[src/rtl/uart_pkg.sv]
// Shared constants for the memory-mapped UART transmitter: bus addresses,
// CON register bit positions and the serializer state encoding.
package uart_pkg;

  localparam logic [31:0] TXD_ADDR = 32'h4000_0018;
  localparam logic [31:0] CON_ADDR = 32'h4000_0020;

  localparam int CON_IRQ_EN   = 0;
  localparam int CON_FULL     = 1;
  localparam int CON_EMPTY    = 2;
  localparam int CON_BUSY     = 3;
  localparam int CON_TX_DONE  = 4;
  localparam int CON_OVERFLOW = 5;
  localparam int CON_PARITY   = 6;

  typedef enum logic [2:0] {
    ST_IDLE   = 3'd0,
    ST_START  = 3'd1,
    ST_DATA   = 3'd2,
    ST_PARITY = 3'd3,
    ST_STOP   = 3'd4
  } tx_state_e;

  function automatic logic even_parity(input logic [7:0] i_byte);
    return ^i_byte;
  endfunction

endpackage

[src/rtl/uart_tx_fifo.sv]
// Synchronous byte FIFO for the UART transmitter. A push into a full FIFO
// is accepted only when a pop happens in the same cycle.
module uart_tx_fifo #(
  parameter int DEPTH = 8
) (
  input  logic       i_clk,
  input  logic       i_reset,
  input  logic       i_push,
  input  logic [7:0] i_data,
  input  logic       i_pop,
  output logic [7:0] o_data,
  output logic       o_full,
  output logic       o_empty
);

  localparam int AW = $clog2(DEPTH);
  localparam logic [AW:0] DEPTH_C = (AW+1)'(DEPTH);

  logic [7:0]    r_mem [DEPTH];
  logic [AW-1:0] r_wr_ptr;
  logic [AW-1:0] r_rd_ptr;
  logic [AW:0]   r_count;
  logic          w_push_ok;
  logic          w_pop_ok;

  assign o_full    = (r_count == DEPTH_C);
  assign o_empty   = (r_count == (AW+1)'(0));
  assign o_data    = r_mem[r_rd_ptr];
  assign w_pop_ok  = i_pop & ~o_empty;
  assign w_push_ok = i_push & (~o_full | w_pop_ok);

  // Storage array, written on every accepted push.
  always_ff @(posedge i_clk) begin
    if (w_push_ok) begin
      r_mem[r_wr_ptr] <= i_data;
    end
  end

  // Pointers wrap naturally because DEPTH is a power of two.
  always_ff @(posedge i_clk) begin
    if (i_reset) begin
      r_wr_ptr <= AW'(0);
      r_rd_ptr <= AW'(0);
      r_count  <= (AW+1)'(0);
    end else begin
      if (w_push_ok) begin
        r_wr_ptr <= r_wr_ptr + AW'(1);
      end
      if (w_pop_ok) begin
        r_rd_ptr <= r_rd_ptr + AW'(1);
      end
      case ({w_push_ok, w_pop_ok})
        2'b10:   r_count <= r_count + (AW+1)'(1);
        2'b01:   r_count <= r_count - (AW+1)'(1);
        default: r_count <= r_count;
      endcase
    end
  end

endmodule

[src/rtl/uart_tx_periph.sv]
// Memory-mapped UART transmitter (TXD push port, CON control/status, 8N1 serializer).
// Define UART_TX_PARITY_EN for 8E1 framing with an even-parity bit before stop.
module uart_tx_periph
  import uart_pkg::*;
#(
  parameter int CLKS_PER_BIT = 2604,
  parameter int FIFO_DEPTH   = 8
) (
  input  logic        i_clk,
  input  logic        i_reset,
  input  logic        i_rd,
  input  logic        i_wr,
  input  logic [31:0] i_addr,
  input  logic [31:0] i_wdata,
  output logic [31:0] o_rdata,
  output logic        o_uart_tx,
  output logic        o_irqout
);

  localparam logic [15:0] BAUD_LAST = 16'(CLKS_PER_BIT - 1);
`ifdef UART_TX_PARITY_EN
  localparam logic PARITY_FLAG = 1'b1;
`else
  localparam logic PARITY_FLAG = 1'b0;
`endif

  tx_state_e   r_state;
  tx_state_e   w_state_nxt;
  logic [15:0] r_baud_cnt;
  logic [15:0] w_baud_nxt;
  logic [2:0]  r_bit_idx;
  logic [2:0]  w_bit_idx_nxt;
  logic [7:0]  r_data;
  logic [7:0]  w_data_nxt;
  logic        r_uart_tx;
  logic        w_uart_tx_nxt;
  logic        r_irq_en;
  logic        r_tx_done;
  logic        r_overflow;
  logic        r_irqout;
  logic        w_bit_end;
  logic        w_pop;
  logic        w_done_set;
  logic        w_txd_wr;
  logic        w_con_wr;
  logic        w_ovf_set;
  logic        w_fifo_full;
  logic        w_fifo_empty;
  logic [7:0]  w_fifo_data;
  logic [31:0] w_con_val;
  logic        w_unused_wdata;

  assign w_txd_wr       = i_wr & (i_addr == TXD_ADDR);
  assign w_con_wr       = i_wr & (i_addr == CON_ADDR);
  assign w_ovf_set      = w_txd_wr & w_fifo_full & ~w_pop;
  assign w_bit_end      = (r_baud_cnt == BAUD_LAST);
  assign w_unused_wdata = &{1'b0, i_wdata[31:8]};

  uart_tx_fifo #(.DEPTH(FIFO_DEPTH)) u_fifo (
    .i_clk   (i_clk),
    .i_reset (i_reset),
    .i_push  (w_txd_wr),
    .i_data  (i_wdata[7:0]),
    .i_pop   (w_pop),
    .o_data  (w_fifo_data),
    .o_full  (w_fifo_full),
    .o_empty (w_fifo_empty)
  );

  // Serializer next-state; a pop always loads the byte for the START that follows.
  always_comb begin
    w_state_nxt   = r_state;
    w_bit_idx_nxt = r_bit_idx;
    w_data_nxt    = r_data;
    w_pop         = 1'b0;
    w_done_set    = 1'b0;
    case (r_state)
      ST_IDLE: begin
        if (!w_fifo_empty) begin
          w_state_nxt = ST_START;
          w_pop       = 1'b1;
          w_data_nxt  = w_fifo_data;
        end else begin
          w_state_nxt = ST_IDLE;
        end
      end
      ST_START: begin
        if (w_bit_end) begin
          w_state_nxt   = ST_DATA;
          w_bit_idx_nxt = 3'd0;
        end else begin
          w_state_nxt = ST_START;
        end
      end
      ST_DATA: begin
        if (w_bit_end && (r_bit_idx == 3'd7)) begin
`ifdef UART_TX_PARITY_EN
          w_state_nxt = ST_PARITY;
`else
          w_state_nxt = ST_STOP;
`endif
        end else if (w_bit_end) begin
          w_bit_idx_nxt = r_bit_idx + 3'd1;
        end else begin
          w_state_nxt = ST_DATA;
        end
      end
`ifdef UART_TX_PARITY_EN
      ST_PARITY: begin
        if (w_bit_end) begin
          w_state_nxt = ST_STOP;
        end else begin
          w_state_nxt = ST_PARITY;
        end
      end
`endif
      ST_STOP: begin
        if (w_bit_end && !w_fifo_empty) begin
          w_state_nxt = ST_START;
          w_pop       = 1'b1;
          w_data_nxt  = w_fifo_data;
        end else if (w_bit_end) begin
          w_state_nxt = ST_IDLE;
          w_done_set  = 1'b1;
        end else begin
          w_state_nxt = ST_STOP;
        end
      end
      default: w_state_nxt = ST_IDLE;
    endcase
  end

  // Line level is derived from the next state so the output register lines up with it.
  always_comb begin
    w_uart_tx_nxt = 1'b1;
    w_baud_nxt    = 16'd0;
    case (w_state_nxt)
      ST_START:  w_uart_tx_nxt = 1'b0;
      ST_DATA:   w_uart_tx_nxt = w_data_nxt[w_bit_idx_nxt];
`ifdef UART_TX_PARITY_EN
      ST_PARITY: w_uart_tx_nxt = even_parity(w_data_nxt);
`endif
      default:   w_uart_tx_nxt = 1'b1;
    endcase
    if ((r_state == ST_IDLE) || w_bit_end) begin
      w_baud_nxt = 16'd0;
    end else begin
      w_baud_nxt = r_baud_cnt + 16'd1;
    end
  end

  // Serializer state, baud counter and registered line output.
  always_ff @(posedge i_clk) begin
    if (i_reset) begin
      r_state    <= ST_IDLE;
      r_baud_cnt <= 16'd0;
      r_bit_idx  <= 3'd0;
      r_data     <= 8'd0;
      r_uart_tx  <= 1'b1;
    end else begin
      r_state    <= w_state_nxt;
      r_baud_cnt <= w_baud_nxt;
      r_bit_idx  <= w_bit_idx_nxt;
      r_data     <= w_data_nxt;
      r_uart_tx  <= w_uart_tx_nxt;
    end
  end

  // CON register; hardware set of a sticky bit beats a same-cycle W1C.
  always_ff @(posedge i_clk) begin
    if (i_reset) begin
      r_irq_en   <= 1'b0;
      r_tx_done  <= 1'b0;
      r_overflow <= 1'b0;
      r_irqout   <= 1'b0;
    end else begin
      if (w_con_wr) begin
        r_irq_en <= i_wdata[CON_IRQ_EN];
      end
      if (w_done_set) begin
        r_tx_done <= 1'b1;
      end else if (w_con_wr && i_wdata[CON_TX_DONE]) begin
        r_tx_done <= 1'b0;
      end
      if (w_ovf_set) begin
        r_overflow <= 1'b1;
      end else if (w_con_wr && i_wdata[CON_OVERFLOW]) begin
        r_overflow <= 1'b0;
      end
      r_irqout <= r_irq_en & r_tx_done;
    end
  end

  always_comb begin
    w_con_val               = 32'd0;
    w_con_val[CON_IRQ_EN]   = r_irq_en;
    w_con_val[CON_FULL]     = w_fifo_full;
    w_con_val[CON_EMPTY]    = w_fifo_empty;
    w_con_val[CON_BUSY]     = (r_state != ST_IDLE);
    w_con_val[CON_TX_DONE]  = r_tx_done;
    w_con_val[CON_OVERFLOW] = r_overflow;
    w_con_val[CON_PARITY]   = PARITY_FLAG;
    if (i_rd && (i_addr == CON_ADDR)) begin
      o_rdata = w_con_val;
    end else begin
      o_rdata = 32'd0;
    end
  end

  assign o_uart_tx = r_uart_tx;
  assign o_irqout  = r_irqout;

endmodule

[config.mk]
export PLATFORM = sky130hd
export DESIGN_NAME = uart_tx_periph
export DESIGN_NICKNAME = d
export VERILOG_FILES = /design/src/rtl/uart_pkg.sv /design/src/rtl/uart_tx_fifo.sv /design/src/rtl/uart_tx_periph.sv
export SDC_FILE = /design/constraint.sdc
export NUM_CORES = 1
export LEC_CHECK = 0
export CAP_MARGIN = 20
export CORE_MARGIN = 2
export CORE_UTILIZATION = 56
export DETAILED_ROUTE_END_ITERATION = 8
export HOLD_SLACK_MARGIN = 0.06
export PLACE_DENSITY = 0.85
export SLEW_MARGIN = 10
export SYNTH_ARGS = -nofsm -noshare
export SYNTH_HDL_FRONTEND = slang
export SYNTH_HIERARCHICAL = 1
export SYNTH_SLANG_ARGS = --single-unit
[constraint.sdc]
create_clock -name i_clk -period 7.9 [get_ports i_clk]
set_input_delay 0.79 -clock i_clk [delete_from_list [all_inputs] [get_ports i_clk]]
set_output_delay 0.79 -clock i_clk [all_outputs]
set_load 0.02 [all_outputs]
==> results of run 1 <==
-- report_power, final --
part | total, W | internal (W) | switching (W)
sequential | 0.000615 | 0.000615 | 0.00000000000000554
combinational | 0.0000412 | 0.0000197 | 0.0000215
clock | 0.000333 | 0.000126 | 0.000206
-- final timing paths --
check	end	slack (ns)
worst max register to register	u_fifo/r_count[3]$_SDFFE_PP0P_	4.14
worst min register to register	o_irqout$_SDFF_PP0_	0.45
worst min-delay path	o_irqout$_SDFF_PP0_	0.45
worst max-delay path	o_rdata[3]	4.07
-- flip-flops by register name (all words and copies together) (netlist names), 3 cells and up, named ones only --
register / cells
u_fifo/r_count: 4
r_data: 8
u_fifo/r_rd_ptr: 3
u_fifo/r_wr_ptr: 3
r_baud_cnt: 16
r_bit_idx: 3
u_fifo/r_mem: 64
r_state: 3
-- cells by family after synthesis --
kind of cell / count (synthesis) / share of synthesized area, %
and+or+nand+nor: 160 / 15.98
buffers and inverters: 53 / 6.509
adders and majority gates: 9 / 2.272
AOI/OAI and AO/OA: 49 / 7.101
other: 1 / 0.07094
xor gates and xnor gates: 18 / 2.982
muxes: 31 / 10.56
DFF: 112 / 54.53
-- stage by stage --
stage               cells  util, %  instance area, um2  total power (W)
floorplan             458        -                5380        0.0006518
global placement      586    62.95                5789        0.0006679
detailed placement    586    62.95                5789        0.0006690
CTS                   602    65.25                6001        0.0009953
global route          602    65.25                6001         0.001020
finish                602    65.25                6001        0.0009886
-- layout by cell type, fill, tap and decap left out, types with 3 or more instances in the layout --
master and count:
edfxtp_1 64, clkdlybuf4s50_1 51, nor2_1 48, dfxtp_1 48
nand2_1 28, conb_1 26, a21oi_1 16, nand3_1 13
nor3_1 11, and3_1 10, nand2b_1 10, mux4_1 10
inv_1 9, xnor2_1 9, xor2_1 9, clkbuf_8 9
nor4_1 8, ha_1 8, buf_4 8, mux2_2 8
mux2i_1 7, mux4_2 6, o21ai_0 5, or3_1 4
clkinv_8 4, nand4_1 3, o211ai_1 3
-- worst reg2reg max path: stages, from the launching register on --
cell,delay (ns)
dfxtp_1,0.47
ha_1,0.32
nor4bb_1,0.27
and4_4,0.31
inv_4,0.07
nand2_2,0.12
nand2_4,0.11
inv_2,0.29
o21ai_2,0.14
or2_2,0.32
inv_1,0.09
ha_1,0.27
a21oi_1,0.31
nor4bb_1,0.31
o21bai_1,0.14
a31oi_1,0.15
-- layer usage --
metal  part of all wire [%]  global-route usage [%]
met1                     40                   25.68
met2                     54                   35.20
met3                    4.9                   3.934
met4                   0.73                   5.094
met5                      0                       0
-- area by class of cell --
class	count	area, um2	area share [%]
multi-input cells	293	2153	35.88
clock inverters	7	87.58	1.460
clock buffers	9	123.9	2.064
flip-flops and latches	112	2883	48.04
inverters	11	43.79	0.7298
repair buffers	59	570.5	9.508
well taps	111	138.9	2.314
-- synthesized netlist by cell type (3+ instances only) --
library cell   n
a21oi_1       16
buf_2          4
nand4_1        3
buf_4         26
mux4_2         6
edfxtp_1      64
o211ai_1       3
nor3_1        11
and3_1        10
nor2_1        48
buf_6          3
o21ai_0        5
nand3_1       13
nor4_1         8
xnor2_1        9
mux2i_1        7
dfxtp_1       48
xor2_1         9
nand2_1       28
or3_1          4
clkbuf_1       6
ha_1           8
nand2b_1      10
mux2_2         8
inv_1          9
mux4_1        10
==> reports/metrics.cfg, run 1 <==
[run_status]
outcome = finished clean

[drt]
drt_pass1_iterations = 4
via_count = 3404
finalWirelength_um = 9860
drtAntennaViolNets = 0
drc = 0
dr.first_iter.drc_count = 238
post_drt_wl_per_cell_um = 16.38
viasPerCell = 5.654

[clocking]
htreeDepth = 3
cts_buffers = 9
cts-root-buf = clkbuf_8
insertion_delay_ns = 0.37
post_cts_resized = 0
cts_hold_buffers = 0
cts_tree = done
path_clk_slew_ns = 0.10
post-cts-setup-buffers = 0
cts_sinks = 112
cts_buffer_depth = 2

[worst_hold_path]
hold_class = flop to flop
min_from = r_tx_done$_SDFFE_PP0P_
min_delay_path_depth = 2

[pwr]
vdd_drop_max_uv = 103.2
leakagePower_nw = 2.048
p_per_area_nw_per_um2 = 164.8

[setup_path]
path_class = primary input to primary output
crit_path_start_kind = primary input
crit_path_max_fanout = 7
reg2regPathDepth = 15
crit_family = simple AND/OR/NAND/NOR gates
startpoint = i_addr[8]
slowest_stage = clkdlybuf4s50_1
path_buf_inv = 2
crit_chain = clkdlybuf4s50_1 -> nor4_1 -> nand4_1 -> nor3_1 -> and3b_1 -> clkdlybuf4s50_1
required_ns = 7.11
reg2reg_from = r_baud_cnt[0]$_SDFF_PP0_
crit_top_cell = clkdlybuf4s50_1
slowest_delay_ns = 0.62
cp-end-kind = primary output
worstPathArrival_ns = 3.04
crit_cells = 6

[floorplanning]
ios = 102
initial_core_util_pct = 57.48
die_area_um2 = 10230
num_rows = 35
fp.coreArea_um2 = 9196
die_x_um = 101.2
die_y_um = 101.2

[synth]
syn_area_um2 = 5286
ys_ff_latch = 112
synth_async_sr_flop_share_pct = 0
synth-edff-count = 64
ys_warn_count = 6
avgSynthCellArea_um2 = 12.21
syn_inst = 433
seq_area_frac_synth_pct = 54.53
ys_types = 71
synthFlopType = edfxtp_1
synth_top_area_share_pct = 36.36
synthTopCellsByArea = edfxtp_1 (36%), dfxtp_1 (18%), mux4_1 (5.0%)
synth_top_area_cell = edfxtp_1

[sta]
fin_worst_skew_ns = 0.01962
fin_ws_ns = 4.070
slew_headroom_pct = 41.36
post-route-period-util_pct = 48.48
worst_pin_slew_ns = 0.8763
fin_tns_setup_ns = 0
rsz0062_at_grt = no
fin_crit_ns = 3.830
setup_viol = 0
holdWs_ns = 0.4515
timing_hold_violations_final = 0
max_freq_mhz = 261.1
slew_violations = 0

[global_routing]
antenna_found_initial = 0
track_usage_pct = 20.05
grt_max_degree = 33
grt_pass1_vias = 3265
grt_overflow = 0
grt_pass1_wl_um = 15860

[placed_design]
dpl_worst_slack_ns = 4.054
gp_congestion = 0.7857
io_buffers = 51
place_hpwl_um = 7030

[finish]
fillers = 669
drive_gt1_share_pct = 11.20
diodes = 0
nets = 563
area_delta_synth_final_pct = 13.51

[job]
maxCapViolations = 0

Power figures use the tool's default switching activity.
==> run 2, diff against run 1 <==
Settings changed: CORE_UTILIZATION 56 to 52, PLACE_DENSITY 0.85 to 0.8.
Clock period 7.9 ns to 4 ns, I/O delays scaled along.
==> run 2 against run 1 <==
- largest cell class unchanged
- via count rose by 1.8%
- clock-buffer cell count did not move
- sequential power grew 97%
- utilization fell by 3.5 points
- sequential share of layout area shrank 0.53 points
- die area up 7.4%
- register-to-register slack worse by 3.7 ns
- critical path depth grew 9
- clock power is 110% higher
- sequential cell count stayed put
- non-clock buffer count increased by 5
==> reports/metrics.cfg, run 2 (same netlist as run 1, synthesis figures left out) <==
[clocking]
insertion_delay_ns = 0.38  ; about the same
post-cts-setup-buffers = 0  ; unchanged
path_clk_slew_ns = 0.12  ; +0.02 ns
cts_sinks = 112  ; unchanged
htreeDepth = 3  ; unchanged
post_cts_resized = 0  ; unchanged
cts_buffers = 9  ; unchanged
cts_buffer_depth = 2  ; unchanged
cts_tree = done
cts_hold_buffers = 0  ; unchanged
cts-root-buf = clkbuf_8

[drt]
via_count = 3465  ; +1.8%
drtAntennaViolNets = 0  ; unchanged
drt_pass1_iterations = 4  ; unchanged
finalWirelength_um = 10070  ; +2.2%
post_drt_wl_per_cell_um = 16.01  ; -2.2%
dr.first_iter.drc_count = 141  ; -41%
viasPerCell = 5.509  ; -2.6%
drc = 0  ; unchanged

[setup_path]
path_class = flop to flop
crit_path_max_fanout = 18  ; +11
crit_path_start_kind = flop
cp-end-kind = flop
worstPathArrival_ns = 3.88  ; +0.84 ns
required_ns = 4.32  ; -2.79 ns

[finish]
diodes = 0  ; unchanged
fillers = 761  ; +14%
stdcell_area_um2 = 6067  ; +1.1%
regArea_um2 = 2883  ; unchanged
area_delta_synth_final_pct = 14.77
mostFrequentLayoutCell = edfxtp_1
multiInputGateArea_um2 = 2153  ; unchanged
largest_registers = u_fifo/r_mem x64, r_baud_cnt x16, r_data x8
top_register = u_fifo/r_mem
nets = 568  ; +0.89%
largest_reg_flops = 64  ; unchanged
fin_util_pct = 61.79  ; -3.5 points
drive_gt1_share_pct = 12.10  ; +0.90 points
mostFrequentLayoutCells = edfxtp_1 (64), clkdlybuf4s50_1 (51), nor2_1 (48), dfxtp_1 (48), nand2_1 (28)

[sta]
fin_worst_skew_ns = 0.01067  ; -0.008957 ns
timing_hold_violations_final = 0  ; unchanged
max_freq_mhz = 281.1
slew_violations = 0  ; unchanged
fin_tns_setup_ns = 0  ; unchanged
post-route-period-util_pct = 88.93
rsz0062_at_grt = no
worst_pin_slew_ns = 0.7267  ; -0.1496 ns
setup_viol = 0  ; unchanged
fin_crit_ns = 3.557
slew_headroom_pct = 51.49  ; +10 points

[global_routing]
track_usage_pct = 19.05  ; -1.0 points
use_met2_pct = 32.65  ; -2.5 points
antenna_found_initial = 0  ; unchanged
grt_busiest_layer = met2
grt_overflow = 0  ; unchanged
grt_pass1_vias = 3381  ; +3.6%
grt_pass1_wl_um = 16500  ; +4.0%
grt.met3_usage_pct = 2.994  ; -0.94 points
grt_use_met1_pct = 24.36  ; -1.3 points
grt_max_degree = 24  ; -27%

[placed_design]
io_buffers = 51  ; unchanged
place_area_um2 = 5854  ; +1.1%
gp_congestion = 0.8011  ; +2.0%
place_hpwl_um = 7256  ; +3.2%

[pwr]
vdd_drop_max_uv = 209.5  ; +100%
p_per_area_nw_per_um2 = 326.6  ; +98%
leakagePower_nw = 2.077  ; +1.4%

[run_status]
outcome = finished clean

[job]
maxCapViolations = 0  ; unchanged

[floorplanning]
ios = 102  ; unchanged
initial_core_util_pct = 53.84  ; -3.6 points
die_x_um = 104.8  ; +3.6%
die_area_um2 = 10990  ; +7.4%
fp.coreArea_um2 = 9819  ; +6.8%
die_y_um = 104.8  ; +3.6%
num_rows = 36  ; +2.9%

[worst_hold_path]
hold_class = flop to flop

==> run 2: layout make-up <==
cell class	count	area share [%]
Multi-Input combinational cell	293	35.49
Clock buffer	9	2.042
Sequential cell	112	47.51
Inverter	11	0.7218
Clock inverter	7	1.464
Timing Repair Buffer	64	10.02
Tap cell	133	2.743
==> run 2: worst paths after layout <==
| kind | to | cells after the start | start | slack [ns] |
|---|---|---|---|---|
| max | u_fifo/r_count[3]$_SDFFE_PP0P_ | 15 | r_baud_cnt[0]$_SDFF_PP0_ | 0.44 |
| min | o_irqout$_SDFF_PP0_ | 2 | r_tx_done$_SDFFE_PP0P_ | 0.46 |
| max reg2reg | u_fifo/r_count[3]$_SDFFE_PP0P_ | 15 | r_baud_cnt[0]$_SDFF_PP0_ | 0.44 |
| min reg2reg | o_irqout$_SDFF_PP0_ | 2 | r_tx_done$_SDFFE_PP0P_ | 0.46 |
==> run 2: report_power, final <==
| group | total [W] | switching, W | internal (W) |
|---|---|---|---|
| clock network | 0.000686 | 0.000431 | 0.000256 |
| logic | 0.0000810 | 0.0000421 | 0.0000390 |
| registers | 0.00121 | 0.0000000000000119 | 0.00121 |
| total | 0.00198 | 0.000473 | 0.00151 |
==> run 2: per-layer routing <==
layer	up-vias	share of wire (%)	wire (um)
met5	-	0	0
met4	0	2.0	201
met3	19	2.7	275
met2	64	51	5180
met1	1719	44	4414
li1	1663	-	-
==> run 2: metrics by stage <==
stage | setup WS, ns | power (W) | instances | hold WS [ns]
after floorplan | 0.9196 | 0.001287 | 458 | 0.4144
final | 0.4429 | 0.001981 | 629 | 0.4565
after global routing | 0.1695 | 0.002044 | 629 | 0.4782
after CTS | 0.4804 | 0.001997 | 629 | 0.4560
after global placement | 0.6242 | 0.001319 | 613 | 0.4367
after detailed placement | 0.5127 | 0.001321 | 613 | 0.4382
==> run 2: worst max-delay path: stages, from the launching register on <==
cell and delay [ns]:
dfxtp_1 0.44, ha_1 0.29, nor4bb_1 0.27, and4_4 0.32
inv_4 0.07, nand2_2 0.12, nand2_4 0.11, inv_2 0.30
o21ai_2 0.14, or2_2 0.32, inv_1 0.09, ha_1 0.27
a21oi_1 0.28, nor4bb_1 0.25, o21bai_1 0.11, a31oi_1 0.12
==> run 3, diff against run 2 <==
Settings changed: SETUP_SLACK_MARGIN set to 0.5.
==> run 3 against run 2 <==
- die area stayed put
- hold slack about the same
- via count up 0.17%
- design area grew 0.29%
- clock power barely moved
- cell count is the same
- fmax increased by 8.5%
- worst setup slack better by 0.28 ns
- critical endpoint unchanged
- power rose by 0.13%
- highest routed layer unchanged
==> reports/metrics.cfg, run 3 (same netlist as run 1, synthesis figures left out) <==
[clocking]
cts_hold_buffers = 0  ; unchanged
cts_buffers = 9  ; unchanged
cts-root-buf = clkbuf_8
insertion_delay_ns = 0.38  ; about the same
cts_sinks = 112  ; unchanged
cts_tree = done
post-cts-setup-buffers = 0  ; unchanged
htreeDepth = 3  ; unchanged
path_clk_slew_ns = 0.12  ; about the same
post_cts_resized = 1  ; +1
cts_buffer_depth = 2  ; unchanged

[setup_path]
crit_path_start_kind = flop
required_ns = 4.32  ; about the same
path_buf_inv = 3  ; unchanged
reg2regPathDepth = 15  ; unchanged
crit_path_max_fanout = 18  ; unchanged
crit_chain = ha_2 -> nor4bb_2 -> and4_4 -> inv_4 -> nand2_2 -> nand2_4 -> inv_6 -> o21ai_2 -> or2_2 -> inv_1 -> ha_1 -> nand3_1 -> nor4bb_1 -> o21bai_1 -> a31oi_1
worstPathArrival_ns = 3.60  ; -0.28 ns
slowest_stage = dfxtp_1
cp-end-kind = flop
reg2reg_from = r_baud_cnt[0]$_SDFF_PP0_
path_class = flop to flop
r2r_setup_slack_ns = 0.72  ; +0.28 ns
rr_endpoint = u_fifo/r_count[3]$_SDFFE_PP0P_
slowest_delay_ns = 0.44  ; about the same
crit_family = simple AND/OR/NAND/NOR gates

[placed_design]
place_hpwl_um = 7256  ; unchanged
gp_congestion = 0.8011  ; unchanged
place_area_um2 = 5854  ; unchanged
io_buffers = 51  ; unchanged
numPlacedInstances = 613  ; unchanged
dpl_worst_slack_ns = 0.5127  ; unchanged

[finish]
fin_util_pct = 61.96  ; +0.18 points
nets = 568  ; unchanged
stdcell_area_um2 = 6085  ; +0.29%
mostFrequentLayoutCell = edfxtp_1
area_delta_synth_final_pct = 15.10
mostFrequentLayoutCells = edfxtp_1 (64), clkdlybuf4s50_1 (51), nor2_1 (48), dfxtp_1 (48), nand2_1 (28)
largest_reg_flops = 64  ; unchanged
fin_cells = 629  ; unchanged
regArea_um2 = 2883  ; unchanged
multiInputGateArea_um2 = 2166  ; +0.58%
drive_gt1_share_pct = 12.70  ; +0.60 points
diodes = 0  ; unchanged
top_register = u_fifo/r_mem
largest_registers = u_fifo/r_mem x64, r_baud_cnt x16, r_data x8
fillers = 758  ; -0.39%

[drt]
dr.first_iter.drc_count = 152  ; +7.8%
post_drt_wl_per_cell_um = 15.99  ; -0.12%
drc = 0  ; unchanged
drtAntennaViolNets = 0  ; unchanged
drt_pass1_iterations = 4  ; unchanged
finalWirelength_um = 10060  ; -0.12%
via_count = 3471  ; +0.17%
viasPerCell = 5.518  ; +0.17%

[sta]
fin_worst_skew_ns = 0.009690  ; -0.0009766 ns
slew_violations = 0  ; unchanged
worst_pin_slew_ns = 0.7271  ; +0.0003911 ns
max_freq_mhz = 304.9  ; +8.5%
fin_crit_ns = 3.280  ; -0.2775 ns
setup_viol = 0  ; unchanged
slew_headroom_pct = 51.46  ; about the same
timing_hold_violations_final = 0  ; unchanged
post-route-period-util_pct = 81.99  ; -6.9 points
rsz0062_at_grt = no
fin_tns_setup_ns = 0  ; unchanged
fin_ws_ns = 0.7204  ; +0.2775 ns

[global_routing]
grt_max_degree = 24  ; unchanged
grt_pass1_vias = 3381  ; unchanged
grt_overflow = 0  ; unchanged
track_usage_pct = 19.05  ; unchanged
antenna_found_initial = 0  ; unchanged
grt_pass1_wl_um = 16500  ; unchanged

[worst_hold_path]
min_from = r_tx_done$_SDFFE_PP0P_
min_to = o_irqout$_SDFF_PP0_
hold_class = flop to flop
min_delay_path_depth = 2  ; unchanged

[job]
maxCapViolations = 0  ; unchanged

[pwr]
leakagePower_nw = 2.073  ; -0.19%
vdd_drop_max_uv = 209.1  ; -0.19%
p_per_area_nw_per_um2 = 326.1  ; -0.16%

[floorplanning]
num_rows = 36  ; unchanged
fp.coreArea_um2 = 9819  ; unchanged
ios = 102  ; unchanged
die_y_um = 104.8  ; unchanged
die_x_um = 104.8  ; unchanged
die_area_um2 = 10990  ; unchanged
initial_core_util_pct = 53.84  ; unchanged

[run_status]
outcome = finished clean

==> run 3: layout make-up <==
type	count	area share (%)
Sequential cell	112	47.38
Multi-Input combinational cell	293	35.60
Timing Repair Buffer	64	9.994
Tap cell	133	2.735
Clock buffer	9	2.036
Clock inverter	7	1.460
Inverter	11	0.8020
==> run 3: through the flow <==
step | total power [W] | hold WS (ns)
floorplan | 0.001287 | 0.4144
global placement | 0.001319 | 0.4367
detailed placement | 0.001321 | 0.4382
CTS | 0.001997 | 0.4560
global route | 0.002044 | 0.4782
finish | 0.001984 | 0.4566
==> run 3: worst min-delay path: cells and delay by family (launching register included) <==
family,cells,cell delay [ns]
flip-flops,1,0.34
AND/OR/NAND/NOR,2,0.09
==> run 3: worst max-delay path by stage <==
stage / to / from / depth (start not counted) / slack, ns
after CTS: u_fifo/r_count[3]$_SDFFE_PP0P_ / r_baud_cnt[0]$_SDFF_PP0_ / 15 / 0.59
after global placement: u_fifo/r_count[3]$_SDFFE_PP0P_ / r_baud_cnt[0]$_SDFF_PP0_ / 15 / 0.62
final: u_fifo/r_count[3]$_SDFFE_PP0P_ / r_baud_cnt[0]$_SDFF_PP0_ / 15 / 0.72
after global routing: u_fifo/r_count[3]$_SDFFE_PP0P_ / r_baud_cnt[0]$_SDFF_PP0_ / 15 / 0.51
after floorplan: u_fifo/r_mem[0][0]$_DFFE_PP_ / r_baud_cnt[0]$_SDFF_PP0_ / 11 / 0.92
after detailed placement: u_fifo/r_count[3]$_SDFFE_PP0P_ / r_baud_cnt[0]$_SDFF_PP0_ / 15 / 0.51
==> run 3: power breakdown <==
group / leakage [nW] / switching [W] / total [W] / internal, W
clock: 0.107 / 0.000433 / 0.000689 / 0.000256
sequential: 0.961 / 0.0000000000000119 / 0.00121 / 0.00121
combinational: 1.01 / 0.0000420 / 0.0000810 / 0.0000390
total: 2.07 / 0.000475 / 0.00198 / 0.00151
==> run 3: layer usage <==
metal	wire [um]	global-route usage, %	vias up
li1	-	-	1659
met1	4378	24.36	1727
met2	5177	32.65	66
met3	303	2.994	19
met4	201	7.238	0
met5	0	0	-
==> edit, RTL diff (config.mk and constraints of run 2) <==
`PARITY_FLAG`: 1'b0 -> 1'b1.
--- a/src/rtl/uart_tx_periph.sv
+++ b/src/rtl/uart_tx_periph.sv
@@ -21,7 +21,7 @@
 `ifdef UART_TX_PARITY_EN
   localparam logic PARITY_FLAG = 1'b1;
 `else
-  localparam logic PARITY_FLAG = 1'b0;
+  localparam logic PARITY_FLAG = 1'b1;
 `endif
 
   tx_state_e   r_state;
Behaviour: not the same (Yosys sat finds a counterexample within 4 cycles, from zero or initial values and one cycle with i_reset high).
==> edit against run 2 <==
- area after synthesis down 1.5%
- worst setup slack better by 0.072 ns
- routed wire length decreased by 4.7%
- sequential cell count unchanged
- sequential share of layout area rose by 0.62 points
- cell area shrank 1.3%
- count of clock-buffer cells in the layout stayed put
- die area down 1.4%
- worst hold slack better by 0.0077 ns
- power down 0.10%
- critical endpoint unchanged
- highest routed layer unchanged
==> edit: results (changes against run 2) <==
stage,metric,value,unit,change
sta,slew at the pin closest to its max-slew limit,0.732,ns,+0.00576 ns
grt,met1 usage,23.7,%,-0.65 points
clock_network,clk slew on worst S/H paths,0.11,ns,
worst_setup_path,Worst Path Arrival,3.79,ns,-0.09 ns
grt,met2 usage,32.0,%,-0.65 points
sta,clock skew,0.0102,ns,-0.000455 ns
clock_network,H-tree depth,3,,unchanged
grt,M3 GR Usage,4.20,%,+1.2 points
logic_synthesis,synthesized area,0.00521,mm2,-1.5%
grt,largest net degree at the start of global routing,32,,+33%
drt,Vias/cell,5.45,,-1.1%
logic_synthesis,Post-synth top flop,edfxtp_1,,
logic_synthesis,Post-Synth XOR/XNOR Area,3.36,%,+0.38 points
clock_network,setup bufs post-CTS,0,,unchanged
drt,DR pass1 iterations,5,,+1
clock_network,worst skew pair latency,0.38,ns,about the same
logic_synthesis,Synth area leaders,"edfxtp_1, dfxtp_1, mux4_1, buf_4, nor2_1",,
placed_design,gpl congestion,0.792,,-1.1%
logic_synthesis,post-synthesis mux area share,10.8,%,+0.21 points
clock_network,cts repair resizes,0,,unchanged
drt,drt initial violations,149,,+5.7%
pwr,LEAKAGE,0.00204,uW,-1.8%
grt,first-pass GRT wire length,15.8,mm,-4.3%
logic_synthesis,warnings from Yosys,6,,unchanged
placed_design,PortBufs,52,,+2.0%
logic_synthesis,register area share after synthesis,55.4,%,+0.83 points
logic_synthesis,Post-synth top cells,"edfxtp_1, dfxtp_1, nor2_1, nand2_1, buf_4",,
worst_setup_path,crit-path max FO,7,,-11
clock_network,CTS max path bufs,2,,unchanged
clock_network,CTS buffer count,9,,unchanged
logic_synthesis,Post-Synth Adder-Cell Area,2.31,%,+0.034 points
final_layout,"Net count, final",558,,-1.8%
placed_design,Area after DPL,0.00578,mm2,-1.3%
clock_network,CTS root buf,clkbuf_8,,
grt,initial antenna violation count,0,,unchanged
final_layout,diode count,0,,unchanged
logic_synthesis,Synth cell types,65,,-8.5%
grt,gr usage total,18.5,%,-0.58 points
logic_synthesis,async set or reset register ratio after synthesis,0,%,unchanged
drt,final WL,9.60,mm,-4.7%
outcome,status,"complete, no violations",,
pwr,VDD IR max,179,uV,-14%
grt,number of global-route vias before repair,3324,,-1.7%
final_layout,biggest regs,"u_fifo/r_mem x64, r_baud_cnt x16, r_data x8",,
placed_design,Final HPWL DP,6.82,mm,-6.0%
logic_synthesis,Synth Area in Compound Gates,6.58,%,-0.52 points
sta,minimum clock period,3.49,ns,-0.0719 ns
final_layout,share of cells above drive strength 1,12.1,%,+0.043 points
logic_synthesis,"EDFF count, synth",64,,unchanged
worst_hold_path,HP Class,register to register,,
==> edit: cell count changes after synthesis, moves of 3 or more <==
cell      delta
and2_1       +4
nand2b_1     -4
nand3_1      -5
nand2_1      +5
a22oi_1      +3
inv_1        -4
==> edit: final cells by class <==
cell class | count | area (um2)
well taps | 133 | 166
flip-flops and latches | 112 | 2880
fillers | 761 | 3740
clock buffers | 9 | 124
multi-input cells | 286 | 2080
clock inverters | 7 | 86.3
inverters | 7 | 30.0
repair buffers | 65 | 618
==> edit: kinds of logic (layout without fill, tap and decap cells) <==
logic type                 count (synthesis)  count (layout)
adders and majority gates                  9               9
AOI/OAI and AO/OA                         47              47
xor gates and xnor gates                  20              20
other                                      1              25
DFF                                      112             112
muxes                                     31              31
and+or+nand+nor                          154             154
buffers and inverters                     50              88
==> edit: routing by layer <==
metal	routed length (um)	vias to the layer above	part of all wire, %
met2	4920	102	51
met4	70	0	0.73
li1	-	1629	-
met5	0	-	0
met3	588	6	6.1
met1	4030	1635	42
==> edit: report_power, final <==
group          internal [uW]  total, uW  switching (uW)  leakage, uW
combinational           38.9       80.3            41.4     0.000973
sequential              1210       1210    0.0000000117     0.000961
clock                    257        685             428     0.000105
==> edit: per-stage QoR <==
stage / total power [uW] / util, % / instances / setup WS [ns] / hold slack, ns
finish: 1980 / 61.6 / 619 / 0.515 / 0.464
global route: 2040 / 61.6 / 619 / 0.229 / 0.495
CTS: 1990 / 61.6 / 619 / 0.517 / 0.463
detailed placement: 1320 / 59.4 / 603 / 0.560 / 0.438
global placement: 1320 / 59.4 / 603 / 0.685 / 0.440
floorplan: 1290 / - / 448 / 0.674 / 0.419
==> edit: worst max-delay path, stage by stage (launching register included) <==
cell and delay [ns]:
dfxtp_1 0.39, ha_1 0.25, and4b_1 0.20, and4_1 0.38, inv_4 0.08, a2111o_1 0.45
clkinv_2 0.07, o21ai_2 0.08, or2_2 0.32, inv_1 0.09, ha_1 0.26, a21oi_1 0.30
nor4bb_1 0.28, o21bai_1 0.11, a31oi_1 0.15
==> edit: path summary, 6_finish.rpt <==
path,cells past startpoint,from,slack [ns],endpoint
worst min-delay path,2,r_tx_done,0.46,o_irqout
worst max-delay path,14,r_baud_cnt[0],0.51,u_fifo/r_count[3]
worst max register to register,14,r_baud_cnt[0],0.51,u_fifo/r_count[3]
worst min register to register,2,r_tx_done,0.46,o_irqout
